$ cat src/rtl/spi_sd_master.sv
// SPI mode-0 master byte engine for the SD-card interface: serial (lane 0) or
// octal byte exchange with a valid/ready push side and a one-cycle rx pulse.
module spi_sd_master #(
    parameter int unsigned DIV_W   = 8,
    parameter logic [7:0]  IDLE_TX = 8'hFF
) (
    input  logic             clk_sys,
    input  logic             reset_n,
    input  logic [DIV_W-1:0] div,
    input  logic             octal,
    input  logic             cs_wr,
    input  logic             cs_val,
    input  logic             tx_valid,
    output logic             tx_ready,
    input  logic [7:0]       tx_data,
    output logic             rx_valid,
    output logic [7:0]       rx_data,
    output logic             busy,
    output logic             sck,
    output logic [7:0]       mosi,
    input  logic [7:0]       miso,
    output logic             ss
);

    typedef enum logic [1:0] {
        IDLE,
        LOW,
        HIGH,
        DONE
    } state_e;

    state_e           state_q, state_d;
    logic [DIV_W-1:0] cnt_q, cnt_d;
    logic [DIV_W-1:0] div_q, div_d;
    logic             oct_q, oct_d;
    logic [7:0]       tx_q, tx_d;
    logic [7:0]       rx_q, rx_d;
    logic [7:0]       rx_data_q, rx_data_d;
    logic [2:0]       bit_q, bit_d;
    logic             ss_q, ss_d;
    logic             cs_pend_q, cs_pend_d;
    logic             cs_pend_val_q, cs_pend_val_d;

    always_ff @(posedge clk_sys or negedge reset_n) begin
        if (!reset_n) begin
            state_q       <= IDLE;
            cnt_q         <= '0;
            div_q         <= '0;
            oct_q         <= 1'b0;
            tx_q          <= '0;
            rx_q          <= '0;
            rx_data_q     <= '0;
            bit_q         <= '0;
            ss_q          <= 1'b1;
            cs_pend_q     <= 1'b0;
            cs_pend_val_q <= 1'b1;
        end else begin
            state_q       <= state_d;
            cnt_q         <= cnt_d;
            div_q         <= div_d;
            oct_q         <= oct_d;
            tx_q          <= tx_d;
            rx_q          <= rx_d;
            rx_data_q     <= rx_data_d;
            bit_q         <= bit_d;
            ss_q          <= ss_d;
            cs_pend_q     <= cs_pend_d;
            cs_pend_val_q <= cs_pend_val_d;
        end
    end

    always_comb begin
        state_d       = state_q;
        cnt_d         = cnt_q;
        div_d         = div_q;
        oct_d         = oct_q;
        tx_d          = tx_q;
        rx_d          = rx_q;
        rx_data_d     = rx_data_q;
        bit_d         = bit_q;
        ss_d          = ss_q;
        cs_pend_d     = cs_pend_q;
        cs_pend_val_d = cs_pend_val_q;

        unique case (state_q)
            IDLE: begin
                // chip-select update and a transfer accept may share a cycle
                if (cs_wr) ss_d = cs_val;
                if (tx_valid) begin
                    state_d = LOW;
                    div_d   = div;
                    oct_d   = octal;
                    tx_d    = tx_data;
                    cnt_d   = div;
                    bit_d   = '0;
                end
            end
            LOW: begin
                if (cnt_q == '0) begin
                    state_d = HIGH;
                    cnt_d   = div_q;
                    rx_d    = oct_q ? miso : {rx_q[6:0], miso[0]};
                end else begin
                    cnt_d = cnt_q - 1'b1;
                end
            end
            HIGH: begin
                if (cnt_q == '0) begin
                    cnt_d = div_q;
                    bit_d = bit_q + 3'd1;
                    if (oct_q || bit_q == 3'd7) begin
                        state_d   = DONE;
                        rx_data_d = rx_q;
                    end else begin
                        state_d = LOW;
                        tx_d    = {tx_q[6:0], 1'b0};
                    end
                end else begin
                    cnt_d = cnt_q - 1'b1;
                end
            end
            DONE: begin
                state_d   = IDLE;
                cs_pend_d = 1'b0;
                if (cs_wr)          ss_d = cs_val;
                else if (cs_pend_q) ss_d = cs_pend_val_q;
            end
            default: state_d = IDLE;
        endcase

        if (cs_wr && (state_q == LOW || state_q == HIGH)) begin
            cs_pend_d     = 1'b1;
            cs_pend_val_d = cs_val;
        end
    end

    // sck/mosi decode straight from reset flops so an abort idles the lines at once
    always_comb begin
        mosi = IDLE_TX;
        if (state_q == LOW || state_q == HIGH)
            mosi = oct_q ? tx_q : {7'h7F, tx_q[7]};
    end

    assign sck      = (state_q == HIGH);
    assign tx_ready = (state_q == IDLE);
    assign busy     = (state_q != IDLE);
    assign rx_valid = (state_q == DONE);
    assign rx_data  = rx_data_q;
    assign ss       = ss_q;

endmodule

$ cat config.mk
export PLATFORM = sky130hd
export DESIGN_NAME = spi_sd_master
export DESIGN_NICKNAME = d
export VERILOG_FILES = /design/src/rtl/spi_sd_master.sv
export SDC_FILE = /design/constraint.sdc
export NUM_CORES = 1
export LEC_CHECK = 0
export ABC_AREA = 1
export CAP_MARGIN = 10
export CORE_MARGIN = 10
export CORE_UTILIZATION = 56
export DETAILED_ROUTE_END_ITERATION = 7
export GPL_ROUTABILITY_DRIVEN = 0
export PLACE_DENSITY = 0.95
export SKIP_LAST_GASP = 1
export SLEW_MARGIN = 40
export SYNTH_ARGS = -nofsm -noshare
export SYNTH_HDL_FRONTEND = slang
export SYNTH_SLANG_ARGS = --single-unit
$ cat constraint.sdc
create_clock -name clk_sys -period 3.05 [get_ports clk_sys]
set_input_delay 0.61 -clock clk_sys [delete_from_list [all_inputs] [get_ports clk_sys]]
set_output_delay 0.61 -clock clk_sys [all_outputs]
set_load 0.005 [all_outputs]
==> flow_metrics.py <==
metrics = {
    "sta": {
        "setup-tns-final_ns": 0,
        "hold_violations": 0,
        "max_freq_mhz": 338,
        "maxSlewViolCount": 0,
        "fin_skew_ns": 0.00426,
        "fin_crit_sh_pct": 97.0,
        "worst_slack_ns": 0.0919,
        "period_minus_slack_ns": 2.96,
        "setup_viol": 0,
        "worst_slew_pin_slew_ns": 0.457,
        "slew_headroom_pct": 69.5,
        "grt_setup_unrepaired": "no",
    },
    "cells_and_area": {
        "fin_area_um2": 3290,
        "multi_input_area_um2": 1190,
        "area_delta_synth_final_pct": 25.4,
        "nNetsFinal": 405,
        "seq_area_um2": 1230,
        "diodes": 0,
        "filler_cell_count": 303,
        "drive_gt1_share_pct": 11.7,
        "fin_cells": 419,
    },
    "worst_setup_path": {
        "r2r_start": "state_q[1]$_DFFE_PN0P_",
        "worst-path-stages": 6,
        "cp_top_family": "buffers and inverters",
        "rr_endpoint": "cnt_q[1]$_DFFE_PN0P_",
        "crit_path_top_delay_cell": "clkdlybuf4s50_1",
        "r2r_slack_ns": 0.88,
        "end_kind": "output pin",
        "cp.required_ns": 2.44,
        "arrival_ns": 2.35,
        "worst-r2r-cell-count": 7,
        "worst-setup-path-type": "flop to output pin",
        "cpPeakStageDelay_ns": 0.57,
        "cp-start-kind": "flop",
        "crit_fanout": 16,
        "cp_cell_sequence": "inv_1 > ha_1 > inv_2 > a21oi_1 > o21ai_0 > clkdlybuf4s50_1",
        "path_buf_inv": 3,
    },
    "pwr": {
        "powerDensity_nw_per_um2": 998,
        "p_switching_uw": 1360,
        "peakVddDrop_mv": 0.676,
        "switching_share_pct": 41.6,
        "p_int_uw": 1910,
        "combPwrFrac_pct": 50.0,
        "power.leakage_uw": 0.00158,
        "pwr-share-seq_pct": 33.3,
        "total_power_uw": 3280,
        "p_clk_share_pct": 16.8,
    },
    "clocking": {
        "cts_setup_buffers": 0,
        "clk_pin_slew_ns": 0.09,
        "postCtsHoldBufs": 0,
        "cts_tree": "built",
        "cts_max_path_buffers": 2,
        "clk_latency_ns": 0.30,
        "root_buffer": "clkbuf_8",
        "htreeDepth": 2,
        "cts_resized": 0,
        "cts_buffers": 5,
        "cts.sinks": 49,
    },
    "outcome": {
        "status": "finished, final reports clean",
    },
    "placement": {
        "preCtsSetupSlack_ns": 0.474,
        "placed_cells": 411,
        "place_area_um2": 3150,
        "dpl.hpwl_um": 4780,
        "io_buffer_count": 50,
    },
    "floorplan": {
        "die_x_um": 88.4,
        "initial_core_util_pct": 59.0,
        "rows": 24,
        "die_y_um": 88.4,
        "die_area_um2": 7810,
        "coreArea_um2": 4440,
        "io_pins": 51,
    },
    "synthesis": {
        "synth_xor_area_share_pct": 0,
        "yosysWarnings": 0,
        "syn_avg_cell_area_um2": 8.34,
        "synth_fa_ha_area_share_pct": 4.30,
        "syn-cell-area_um2": 2620,
        "yosys.area_share.simple_pct": 20.9,
        "seq_area_frac_synth_pct": 46.9,
        "synth_cells": 314,
        "syn_nets": 353,
        "synthMuxAreaShare_pct": 3.10,
        "synth-compound-area-share_pct": 17.0,
        "synth_seq_cells": 49,
        "synth_cell_types": 28,
        "synth_top_family_by_area": "simple AND/OR/NAND/NOR gates",
    },
    "job": {
        "cap_violations": 0,
    },
    "detailed_routing": {
        "avgViaCountPerCell": 5.55,
        "antenna_left": 0,
        "dr.first_iter.drc_count": 136,
        "drc": 0,
        "via_count": 2324,
        "drt_pass1_iterations": 5,
        "detail_route.wl_per_cell_um": 15.7,
        "routed_wirelength_um": 6570,
    },
    "global_route": {
        "first_global_vias": 2355,
        "grt_pass1_wl_um": 10800,
        "grt_max_degree": 37,
        "track_usage_pct": 17.3,
        "overflow": 0,
        "antenna_found_initial": 0,
    },
    "min_path": {
        "hold_class": "input pin to asynchronous set/reset pin",
    },
}
through the flow:
step           hold WS [ns]  util, %
6_report              0.174     73.9
5_1_grt               0.198     73.9
4_1_cts               0.190     73.9
3_5_place_dp          0.474     70.9
3_3_place_gp          0.463     70.9
2_1_floorplan         0.314        -
sequential cells by signal (all words and copies together), names as in the netlist:
| register | count |
|---|---|
| cs_pend_q | 1 |
| ss | 1 |
| rx_data | 8 |
| cs_pend_val_q | 1 |
| rx_q | 8 |
| state_q | 2 |
| bit_q | 3 |
| oct_q | 1 |
| cnt_q | 8 |
| tx_q | 8 |
| div_q | 8 |
power by group through the flow:
stage / combinational (µW) / clock, µW / sequential, µW
after floorplan: 1110 / 0 / 1040
after global placement: 1540 / 0 / 1080
after detailed placement: 1630 / 0 / 1090
after CTS: 1650 / 552 / 1090
after global routing: 1820 / 579 / 1110
final: 1640 / 551 / 1090
cell type report:
class	count	share of cell area (%)
clock buffer	5	2.09
clock inverter	3	1.98
inverter	39	4.46
multi-input combinational	217	36.1
sequential	49	37.4
tap	52	1.98
timing repair buffer	54	16.0
synth_stat cells (all sizes together):
library cell   n  area (µm²)
nand2         75         307
dfrtp         47        1180
o21ai         40         234
inv           39         146
a21oi         26         141
nor2          26         100
nand3         16        80.1
ha             9         113
mux2i          7        70.1
o211ai         7        52.6
buf            6        47.5
or2            6        37.5
clkbuf         3        11.3
dfstp          2        52.6
a22oi          1        7.51
mux2           1        11.3
nand3b         1        7.51
nor3           1        16.3
o221ai         1        8.76
routing by layer:
metal | track usage [%] | wire length (µm)
met3 | 4.96 | 412
met1 | 19.0 | 2580
met4 | 6.31 | 150
met5 | 0 | 0
met2 | 30.9 | 3430
logic make-up (layout without fill, tap and decap cells):
kind of cell / count (synthesis) / after routing
adder cells (fa/ha/maj): 9 / 9
multiplexers: 8 / 8
buffers and inverters: 48 / 101
AND/OR/NAND/NOR: 125 / 125
flip-flops: 49 / 49
AO/OA/AOI/OAI: 75 / 75
worst max-delay path by stage:
stage | endpoint | slack, ns | from
floorplan | mosi[0] | 1.07 | state_q[1]$_DFFE_PN0P_
global placement | mosi[0] | 0.62 | state_q[1]$_DFFE_PN0P_
detailed placement | mosi[2] | 0.47 | state_q[0]$_DFFE_PN0P_
CTS | mosi[0] | 0.13 | state_q[0]$_DFFE_PN0P_
global route | mosi[2] | 0.03 | state_q[1]$_DFFE_PN0P_
finish | mosi[0] | 0.09 | state_q[0]$_DFFE_PN0P_
layout by cell type (no fill, tap or decap):
cell,n
nand2_2,4
buf_2,1
bufinv_16,2
nand2_4,2
o21ai_2,9
o221ai_1,1
nor2_1,25
inv_2,3
nand2_1,69
o211ai_1,7
a21oi_1,25
dfstp_2,2
or2_2,6
ha_1,9
a21oi_4,1
mux2i_1,7
buf_4,4
o21ai_0,30
mux2_2,1
clkdlybuf4s50_1,49
inv_1,36
clkinv_2,1
nor2_2,1
clkbuf_8,5
o21ai_1,1
nand3_1,16
nand3b_1,1
dfrtp_1,47
nor3_4,1
a22oi_1,1
Power figures use the tool's default switching activity.
